--- src/rtl/fifo_pkg.sv ---
// fifo_pkg: shared defaults and the occupancy-count width helper for sync_fifo_param.
package fifo_pkg;
  localparam int DEF_DATA_WIDTH = 8;
  localparam int DEF_DEPTH = 16;
  function automatic int cnt_w(input int depth);
    return $clog2(depth) + 1;
  endfunction
endpackage

--- src/rtl/sync_fifo_param_if.sv ---
// sync_fifo_param_if: write/read handshake and status bundle; error flags exist only with FIFO_ERR_FLAGS_EN.
interface sync_fifo_param_if import fifo_pkg::*; #(
  parameter int DATA_WIDTH = DEF_DATA_WIDTH,
  parameter int DEPTH = DEF_DEPTH
);
  logic wr_en;
  logic [DATA_WIDTH-1:0] wr_data;
  logic rd_en;
  logic [DATA_WIDTH-1:0] rd_data;
  logic o_fifo_full;
  logic o_fifo_empty;
  logic o_fifo_almost_full;
  logic o_fifo_almost_empty;
  logic [cnt_w(DEPTH)-1:0] o_fifo_count;
`ifdef FIFO_ERR_FLAGS_EN
  logic o_overflow;
  logic o_underflow;
`endif
  modport master (
    output wr_en, wr_data, rd_en,
    input rd_data, o_fifo_full, o_fifo_empty, o_fifo_almost_full, o_fifo_almost_empty, o_fifo_count
`ifdef FIFO_ERR_FLAGS_EN
    , input o_overflow, o_underflow
`endif
  );
  modport slave (
    input wr_en, wr_data, rd_en,
    output rd_data, o_fifo_full, o_fifo_empty, o_fifo_almost_full, o_fifo_almost_empty, o_fifo_count
`ifdef FIFO_ERR_FLAGS_EN
    , output o_overflow, o_underflow
`endif
  );
endinterface

--- src/rtl/fifo_mem.sv ---
// fifo_mem: simple dual-port storage, synchronous write, registered read word that holds when not read.
module fifo_mem #(
  parameter int DW = 8,
  parameter int DEPTH = 16,
  parameter int AW = $clog2(DEPTH)
)(
  input  logic          clk,
  input  logic          rst,
  input  logic          we,
  input  logic [AW-1:0] waddr,
  input  logic [DW-1:0] wdata,
  input  logic          re,
  input  logic [AW-1:0] raddr,
  output logic [DW-1:0] rdata
);
  logic [DW-1:0] mem [DEPTH];
  logic [DW-1:0] rdata_q, rdata_d;
  always_comb rdata_d = re ? mem[raddr] : rdata_q;
  always_ff @(posedge clk) if (we) mem[waddr] <= wdata;
  always_ff @(posedge clk) rdata_q <= rst ? '0 : rdata_d;
  assign rdata = rdata_q;
endmodule

--- src/rtl/sync_fifo_param.sv ---
// sync_fifo_param: synchronous FIFO control and status flags; storage lives in fifo_mem.
// Define FIFO_ERR_FLAGS_EN to add sticky o_overflow/o_underflow outputs.
module sync_fifo_param import fifo_pkg::*; #(
  parameter int DATA_WIDTH = DEF_DATA_WIDTH,
  parameter int DEPTH = DEF_DEPTH,
  parameter int AF_THRESH = DEPTH - 2,
  parameter int AE_THRESH = 2
)(
  input logic clk,
  input logic rst,
  sync_fifo_param_if.slave bus
);
  localparam int AW = $clog2(DEPTH);
  localparam int CW = cnt_w(DEPTH);
  logic [AW-1:0] wptr_q, wptr_d, rptr_q, rptr_d;
  logic [CW-1:0] cnt_q, cnt_d;
  logic wr_ok, rd_ok, full, empty;
  always_comb begin
    full = cnt_q == CW'(DEPTH);
    empty = cnt_q == '0;
    rd_ok = bus.rd_en && !empty;
    wr_ok = bus.wr_en && (!full || rd_ok);
    wptr_d = wr_ok ? wptr_q + 1'b1 : wptr_q;
    rptr_d = rd_ok ? rptr_q + 1'b1 : rptr_q;
    cnt_d = (wr_ok && !rd_ok) ? cnt_q + 1'b1 : (rd_ok && !wr_ok) ? cnt_q - 1'b1 : cnt_q;
  end
  always_ff @(posedge clk) begin
    if (rst) begin
      wptr_q <= '0;
      rptr_q <= '0;
      cnt_q <= '0;
    end else begin
      wptr_q <= wptr_d;
      rptr_q <= rptr_d;
      cnt_q <= cnt_d;
    end
  end
  assign bus.o_fifo_full = full;
  assign bus.o_fifo_empty = empty;
  assign bus.o_fifo_almost_full = cnt_q >= CW'(AF_THRESH);
  assign bus.o_fifo_almost_empty = cnt_q <= CW'(AE_THRESH);
  assign bus.o_fifo_count = cnt_q;
  fifo_mem #(.DW(DATA_WIDTH), .DEPTH(DEPTH)) u_mem (
    .clk(clk),
    .rst(rst),
    .we(wr_ok),
    .waddr(wptr_q),
    .wdata(bus.wr_data),
    .re(rd_ok),
    .raddr(rptr_q),
    .rdata(bus.rd_data)
  );
`ifdef FIFO_ERR_FLAGS_EN
  logic ovf_q, ovf_d, unf_q, unf_d;
  always_comb begin
    ovf_d = ovf_q || (bus.wr_en && !wr_ok);
    unf_d = unf_q || (bus.rd_en && !rd_ok);
  end
  always_ff @(posedge clk) begin
    if (rst) begin
      ovf_q <= 1'b0;
      unf_q <= 1'b0;
    end else begin
      ovf_q <= ovf_d;
      unf_q <= unf_d;
    end
  end
  assign bus.o_overflow = ovf_q;
  assign bus.o_underflow = unf_q;
`endif
endmodule

--- src/flat_wrapper.sv ---
// flat-port wrapper written by rule: the top's interface ports become plain ports
module sync_fifo_param_flat import fifo_pkg::*;
#(
  parameter int DATA_WIDTH = DEF_DATA_WIDTH,
  parameter int DEPTH = DEF_DEPTH,
  parameter int AF_THRESH = DEPTH - 2,
  parameter int AE_THRESH = 2
)
  (clk, rst, bus_wr_en, bus_wr_data, bus_rd_en, bus_rd_data, bus_o_fifo_full, bus_o_fifo_empty, bus_o_fifo_almost_full, bus_o_fifo_almost_empty, bus_o_fifo_count);
  sync_fifo_param_if #(.DATA_WIDTH(DATA_WIDTH), .DEPTH(DEPTH)) bus_i ();
  input logic clk;
  input logic rst;
  input wire logic [$bits(bus_i.wr_en)-1:0] bus_wr_en;
  input wire logic [$bits(bus_i.wr_data)-1:0] bus_wr_data;
  input wire logic [$bits(bus_i.rd_en)-1:0] bus_rd_en;
  output wire logic [$bits(bus_i.rd_data)-1:0] bus_rd_data;
  output wire logic [$bits(bus_i.o_fifo_full)-1:0] bus_o_fifo_full;
  output wire logic [$bits(bus_i.o_fifo_empty)-1:0] bus_o_fifo_empty;
  output wire logic [$bits(bus_i.o_fifo_almost_full)-1:0] bus_o_fifo_almost_full;
  output wire logic [$bits(bus_i.o_fifo_almost_empty)-1:0] bus_o_fifo_almost_empty;
  output wire logic [$bits(bus_i.o_fifo_count)-1:0] bus_o_fifo_count;
  assign bus_i.wr_en = bus_wr_en;
  assign bus_i.wr_data = bus_wr_data;
  assign bus_i.rd_en = bus_rd_en;
  assign bus_rd_data = bus_i.rd_data;
  assign bus_o_fifo_full = bus_i.o_fifo_full;
  assign bus_o_fifo_empty = bus_i.o_fifo_empty;
  assign bus_o_fifo_almost_full = bus_i.o_fifo_almost_full;
  assign bus_o_fifo_almost_empty = bus_i.o_fifo_almost_empty;
  assign bus_o_fifo_count = bus_i.o_fifo_count;
  sync_fifo_param #(.DATA_WIDTH(DATA_WIDTH), .DEPTH(DEPTH), .AF_THRESH(AF_THRESH), .AE_THRESH(AE_THRESH)) u_core (.clk(clk), .rst(rst), .bus(bus_i));
endmodule
--- config.mk ---
export PLATFORM = sky130hd
export DESIGN_NAME = sync_fifo_param_flat
export DESIGN_NICKNAME = d
export VERILOG_FILES = /design/src/rtl/fifo_pkg.sv /design/src/rtl/sync_fifo_param_if.sv /design/src/rtl/fifo_mem.sv /design/src/rtl/sync_fifo_param.sv /design/src/flat_wrapper.sv
export SDC_FILE = /design/constraint.sdc
export NUM_CORES = 1
export LEC_CHECK = 0
export CAP_MARGIN = 30
export CORE_MARGIN = 2
export CORE_UTILIZATION = 45
export CTS_CLUSTER_SIZE = 20
export DETAILED_ROUTE_END_ITERATION = 16
export PLACE_DENSITY_LB_ADDON = 0.05
export RECOVER_POWER = 50
export SLEW_MARGIN = 10
export SYNTH_ARGS = -nofsm -noshare
export SYNTH_HDL_FRONTEND = slang
export SYNTH_SLANG_ARGS = --single-unit
--- constraint.sdc ---
create_clock -name clk -period 4.1 [get_ports clk]
set_input_delay 0.82 -clock clk [delete_from_list [all_inputs] [get_ports clk]]
set_output_delay 0.82 -clock clk [all_outputs]
set_load 0.03 [all_outputs]
==> results of run 1 <==
[metrics by stage]
| stage | utilization [%] | instance area (um2) | instances |
|---|---|---|---|
| final | 53.20 | 6962 | 589 |
| after global routing | 53.20 | 6962 | 589 |
| after CTS | 53.35 | 6980 | 589 |
| after detailed placement | 49.09 | 6424 | 557 |
| after global placement | 49.09 | 6424 | 557 |
| after floorplan | - | 5953 | 365 |
[critical path: stages (launching register included)]
cell and delay (ns):
dfxtp_1 0.37, or4_1 0.61, o31a_1 0.40, ha_1 0.29, inv_1 0.16, ha_1 0.27, a21o_1 0.17, a21oi_1 0.18
mux2i_1 0.23, mux2_2 0.35
[layer usage]
| metal | global-route usage [%] | vias up | routed length, um |
|---|---|---|---|
| met5 | 0 | - | 0 |
| met4 | 6.250 | 0 | 112 |
| met3 | 4.885 | 10 | 408 |
| met2 | 28.59 | 58 | 5762 |
| met1 | 26.82 | 1585 | 6150 |
| li1 | - | 1475 | - |
[state kept, by name, summed over array words and instances (netlist names)]
signal and count:
u_core.rptr_q 4, u_core.u_mem.rdata 8, u_core.bus.o_fifo_count 5, u_core.u_mem.mem 128, u_core.wptr_q 4
[layout by cell type, fill, tap and decap left out, types with 12 or more instances in the layout]
cell type / count
nor3_1: 12
dlygate4sd3_1: 13
dfxtp_1: 20
nor2_1: 42
mux4_2: 16
edfxtp_1: 128
o22ai_1: 16
clkbuf_16: 17
clkdlybuf4s50_1: 15
mux2i_1: 35
[cell families after synthesis]
logic type	count (synthesis)	share of synthesized area (%)
muxes	52	12.13
AOI/OAI and AO/OA	41	4.666
xor gates and xnor gates	9	1.324
DFF	149	71.63
adders and majority gates	11	2.438
and+or+nand+nor	75	5.759
buffers and inverters	28	2.060
[worst paths after layout]
kind / start / end / slack [ns]
hold reg to reg: u_core.u_mem.rdata[4]$_SDFFE_PP0P_ / u_core.u_mem.rdata[4]$_SDFFE_PP0P_ / 0.50
hold / removal: u_core.u_mem.rdata[4]$_SDFFE_PP0P_ / u_core.u_mem.rdata[4]$_SDFFE_PP0P_ / 0.50
setup / recovery: u_core.bus.o_fifo_count[0]$_SDFFE_PP0P_ / u_core.bus.o_fifo_count[4]$_SDFFE_PP0P_ / 0.96
setup reg to reg: u_core.bus.o_fifo_count[0]$_SDFFE_PP0P_ / u_core.bus.o_fifo_count[4]$_SDFFE_PP0P_ / 0.96
[area by class of cell]
| cell class | count | area [um2] | share of cell area [%] |
|---|---|---|---|
| clock buffer | 18 | 429.2 | 6.165 |
| clock inverter | 14 | 127.6 | 1.833 |
| inverter | 8 | 31.28 | 0.4493 |
| multi-input combinational | 188 | 1555 | 22.34 |
| sequential | 149 | 4265 | 61.27 |
| tap | 176 | 220.2 | 3.163 |
| timing repair buffer | 36 | 332.8 | 4.781 |
[where the power goes]
part	switching, mW	internal (mW)
Combinational	0.542	0.396
Sequential	0.0848	1.73
Clock	0.622	0.839
==> run metrics, run 1 <==
status=finished, final reports clean; post_cts resized=0; starting density of the core=45.50%; Setup crit end kind=flop; leading cell types by count after synthesis=edfxtp_1, nor2_1, mux2i_1, dfxtp_1; Die Y=119.0 um; period utilization=76.51%; final hold vios=0; setup TNS=0 ns; Synth async-reset ratio=0%; antenna violations before repair=0; DRT iter0 DRCs=311; global placement routability congestion=0.7876; drt total wl=12.43 mm; H-tree depth=4; Primary FF master, synth=edfxtp_1; Setup WS post-layout=0.9633 ns; crit path DAT=3.45 ns; CTS sink count=149; FF-to-FF path depth=9; startpoint types=flop; Mapped Area=0.005953 mm2; Avg Inst Size Synth=16.31 um2; vias in the first global route=3136; layout filler cell count=1055; Worst-path clk slew=0.06 ns; clock skew=0.006345 ns; clk_lat worst skew=0.42 ns; RSZ-0062 raised after global routing=no; pwr/cell area=605.8 mW/mm2; Leak Pwr=2.219 nW; TritonCTS clock tree=yes; minimum clock period after layout=3.137 ns; layout cell share with drive strength beyond 1=13.80%; Synth cell types=35; Yosys warnings=0; top-area cell type share of the netlist area=64.56%; Num CTS Buffers=17; Final HPWL DP=7.906 mm; DRT Pass-1 Iters=4; Yosys reg bits=149; cell taking the most area after synthesis=edfxtp_1; gr ovfl total=0; largest cells by area after synthesis=edfxtp_1, dfxtp_1, mux4_2; core area=0.01309 mm2; CP Class=reg2reg; Peak VDD IR=0.2760 mV; via/cell ratio=5.311; Die X=119.0 um; Rel. slew slack=38.97%; Crit Path Max Fanout=9; Max-Cap Viols=0; vias post-DR=3128; Antenna Cells=0; post-synthesis sequential area ratio=71.63%; Row Count=42; Achievable Freq=0.3188 GHz; Hold Path Depth=2; most common cell in the synthesized netlist=edfxtp_1; drc violations=0; clk root buf=clkbuf_16; Port Buffers=28; first-pass GRT wire length=18.90 mm; # setup viols final=0; largest net degree at the start of global routing=23; syn nets=388; Post-synth EDFFs=128; Place WS=0.6402 ns; I/O pins=29; Cells after Synth=365; Slew @ Worst Pin=0.9125 ns; Longest Clk Path Bufs=2; total track usage=18.90%; overall power=4.218 mW; Hold-fix buffers, CTS=0; Worst Hold Class=reg2reg; post-CTS setup buffers=0; Slew Limit Fails=0; Routed Antenna Nets=0; layout net count=423; hold slack=0.4966 ns; Die ar.=0.01417 mm2; WP data required=4.41 ns; Layout area overhead=16.94%; WL per Instance=21.11 um
(Power assumes the default switching activity.)
==> inputs of run 2 (changes only) <==
==> constraint.sdc (replaced) <==
create_clock -name clk -period 3 [get_ports clk]
set_input_delay 0.6 -clock clk [delete_from_list [all_inputs] [get_ports clk]]
set_output_delay 0.6 -clock clk [all_outputs]
set_load 0.03 [all_outputs]
==> run metrics, run 2 (synthesis gave the netlist of run 1 again) <==
DRT Pass-1 Iters=4 (unchanged); hold slack=0.5055 ns (was 0.4966 ns); Leak Pwr=2.328 nW (was 2.219 nW); # setup viols final=0 (unchanged); Finished Layout Cells=608 (was 589); CP Class=reg2reg (unchanged); area of the multi-input gates=0.001559 mm2 (was 0.001555 mm2); Die Y=119.0 um (unchanged); antenna violations before repair=0 (unchanged); I/O pins=29 (unchanged); Port Buffers=28 (unchanged); layout net count=442 (was 423); largest net degree at the start of global routing=51 (was 23); WP data required=3.30 ns (was 4.41 ns); Peak VDD IR=0.3962 mV (was 0.2760 mV); Achievable Freq=0.3652 GHz (was 0.3188 GHz); clk root buf=clkbuf_16 (unchanged); dpl cells=576 (was 557); most frequent cells in the layout=edfxtp_1, nor2_1, mux2i_1 (unchanged); CTS sink count=149 (unchanged); H-tree depth=4 (unchanged); Worst path max stage delay=0.55 ns (was 0.61 ns); met2 Usage GRT=28.56% (was 28.59%); Setup crit end kind=flop (unchanged); commonest non-fill, non-tap cell in the layout=edfxtp_1 (unchanged); post-CTS setup buffers=0 (unchanged); minimum clock period after layout=2.738 ns (was 3.137 ns); global placement routability congestion=0.7497 (was 0.7876); overall power=5.792 mW (was 4.218 mW); clk_lat worst skew=0.41 ns (was 0.42 ns); first-pass GRT wire length=19.03 mm (was 18.90 mm); drt total wl=12.55 mm (was 12.43 mm); status=finished, final reports clean (unchanged); CP max stage cell=or4_4 (was or4_1); gr ovfl total=0 (unchanged); Rel. slew slack=49.05% (was 38.97%); vias post-DR=3220 (was 3128); Crit Path Max Fanout=4 (was 9); Longest Clk Path Bufs=2 (unchanged); Register Area=0.004265 mm2 (unchanged); Worst Hold Class=reg2reg (unchanged); critical path cell sequence=or4_4 -> o21a_1 -> clkinv_2 -> ha_1 -> inv_1 -> buf_4 -> ha_1 -> a21o_1 -> a21oi_1 -> mux2i_1 -> mux2_2 (was or4_1 -> o31a_1 -> ha_1 -> inv_1 -> ha_1 -> a21o_1 -> a21oi_1 -> mux2i_1 -> mux2_2); Routed Antenna Nets=0 (unchanged); layout filler cell count=1047 (was 1055); post_cts resized=0 (unchanged); Layout area overhead=19.40% (was 16.94%); setup TNS=0 ns (unchanged); max FFs per register=128 (unchanged); Row Count=42 (unchanged); busiest grt layer=met2 (unchanged); Hold-fix buffers, CTS=0 (unchanged); drc violations=0 (unchanged); pwr/cell area=814.9 mW/mm2 (was 605.8 mW/mm2); final hold vios=0 (unchanged); Setup WS post-layout=0.2617 ns (was 0.9633 ns); Biggest register=u_core.u_mem.mem (unchanged); Place WS=0.05571 ns (was 0.6402 ns); Crit path top cell by count=ha_1 (unchanged); layout cell share with drive strength beyond 1=16.90% (was 13.80%); RSZ-0062 raised after global routing=no (unchanged); TritonCTS clock tree=yes (unchanged); Final HPWL DP=7.975 mm (was 7.906 mm); vias in the first global route=3180 (was 3136); met3 Track Usage GR=4.119% (was 4.885%); clock skew=0.006048 ns (was 0.006345 ns); crit path DAT=3.04 ns (was 3.45 ns); WL per Instance=20.64 um (was 21.11 um); Slew @ Worst Pin=0.7617 ns (was 0.9125 ns); met1 usage in global routing=27.48% (was 26.82%); Die ar.=0.01417 mm2 (unchanged); startpoint types=flop (unchanged); Max-Cap Viols=0 (unchanged); DRT iter0 DRCs=180 (was 311); Antenna Cells=0 (unchanged); via/cell ratio=5.296 (was 5.311); Slew Limit Fails=0 (unchanged); core area=0.01309 mm2 (unchanged); period utilization=91.28% (was 76.51%); Num CTS Buffers=17 (unchanged); Die X=119.0 um (unchanged); starting density of the core=45.50% (unchanged); total track usage=18.96% (was 18.90%); Worst-path clk slew=0.06 ns (about the same)
==> run 2: stage by stage <==
stage                     util [%]  area [um2]
after global routing         54.32        7108
final                        54.32        7108
after floorplan                  -        5953
after detailed placement     50.28        6579
after global placement       50.28        6579
after CTS                    54.47        7127
==> run 2: final cells by class <==
cell class                 count  share of cell area [%]
clock buffer                  19                   6.090
clock inverter                13                   1.619
inverter                       8                  0.4401
multi-input combinational    188                   21.93
sequential                   149                   60.01
tap                          176                   3.098
timing repair buffer          55                   6.812
==> run 2: metal layers <==
metal  routed length (um)  share of wire [%]
met5                    0                  0
met4                   66               0.53
met3                  751                6.0
met2                 6034                 48
met1                 5698                 45
==> run 2: worst paths after layout <==
path                                                         startpoint                                       to  slack [ns]  depth (start not counted)
worst max register to register  u_core.bus.o_fifo_count[0]$_SDFFE_PP0P_  u_core.bus.o_fifo_count[4]$_SDFFE_PP0P_        0.26                         11
worst max-delay path            u_core.bus.o_fifo_count[0]$_SDFFE_PP0P_  u_core.bus.o_fifo_count[4]$_SDFFE_PP0P_        0.26                         11
worst min-delay path                 u_core.u_mem.rdata[2]$_SDFFE_PP0P_       u_core.u_mem.rdata[2]$_SDFFE_PP0P_        0.51                          2
worst min register to register       u_core.u_mem.rdata[2]$_SDFFE_PP0P_       u_core.u_mem.rdata[2]$_SDFFE_PP0P_        0.51                          2
==> run 2: worst max-delay path, delay by kind of cell, from the launching register on <==
kind	cells	cell delay (ns)
multiplexers	2	0.55
adder cells (fa/ha/maj)	2	0.40
flip-flops	1	0.31
AO/OA/AOI/OAI	3	0.53
buffers and inverters	3	0.28
AND/OR/NAND/NOR	1	0.55
==> run 2: report_power, final <==
group	leakage (nW)	internal [mW]	switching [mW]
Combinational	0.724	0.592	0.785
Sequential	1.33	2.37	0.0841
Clock	0.275	1.20	0.758
Total	2.33	4.17	1.63
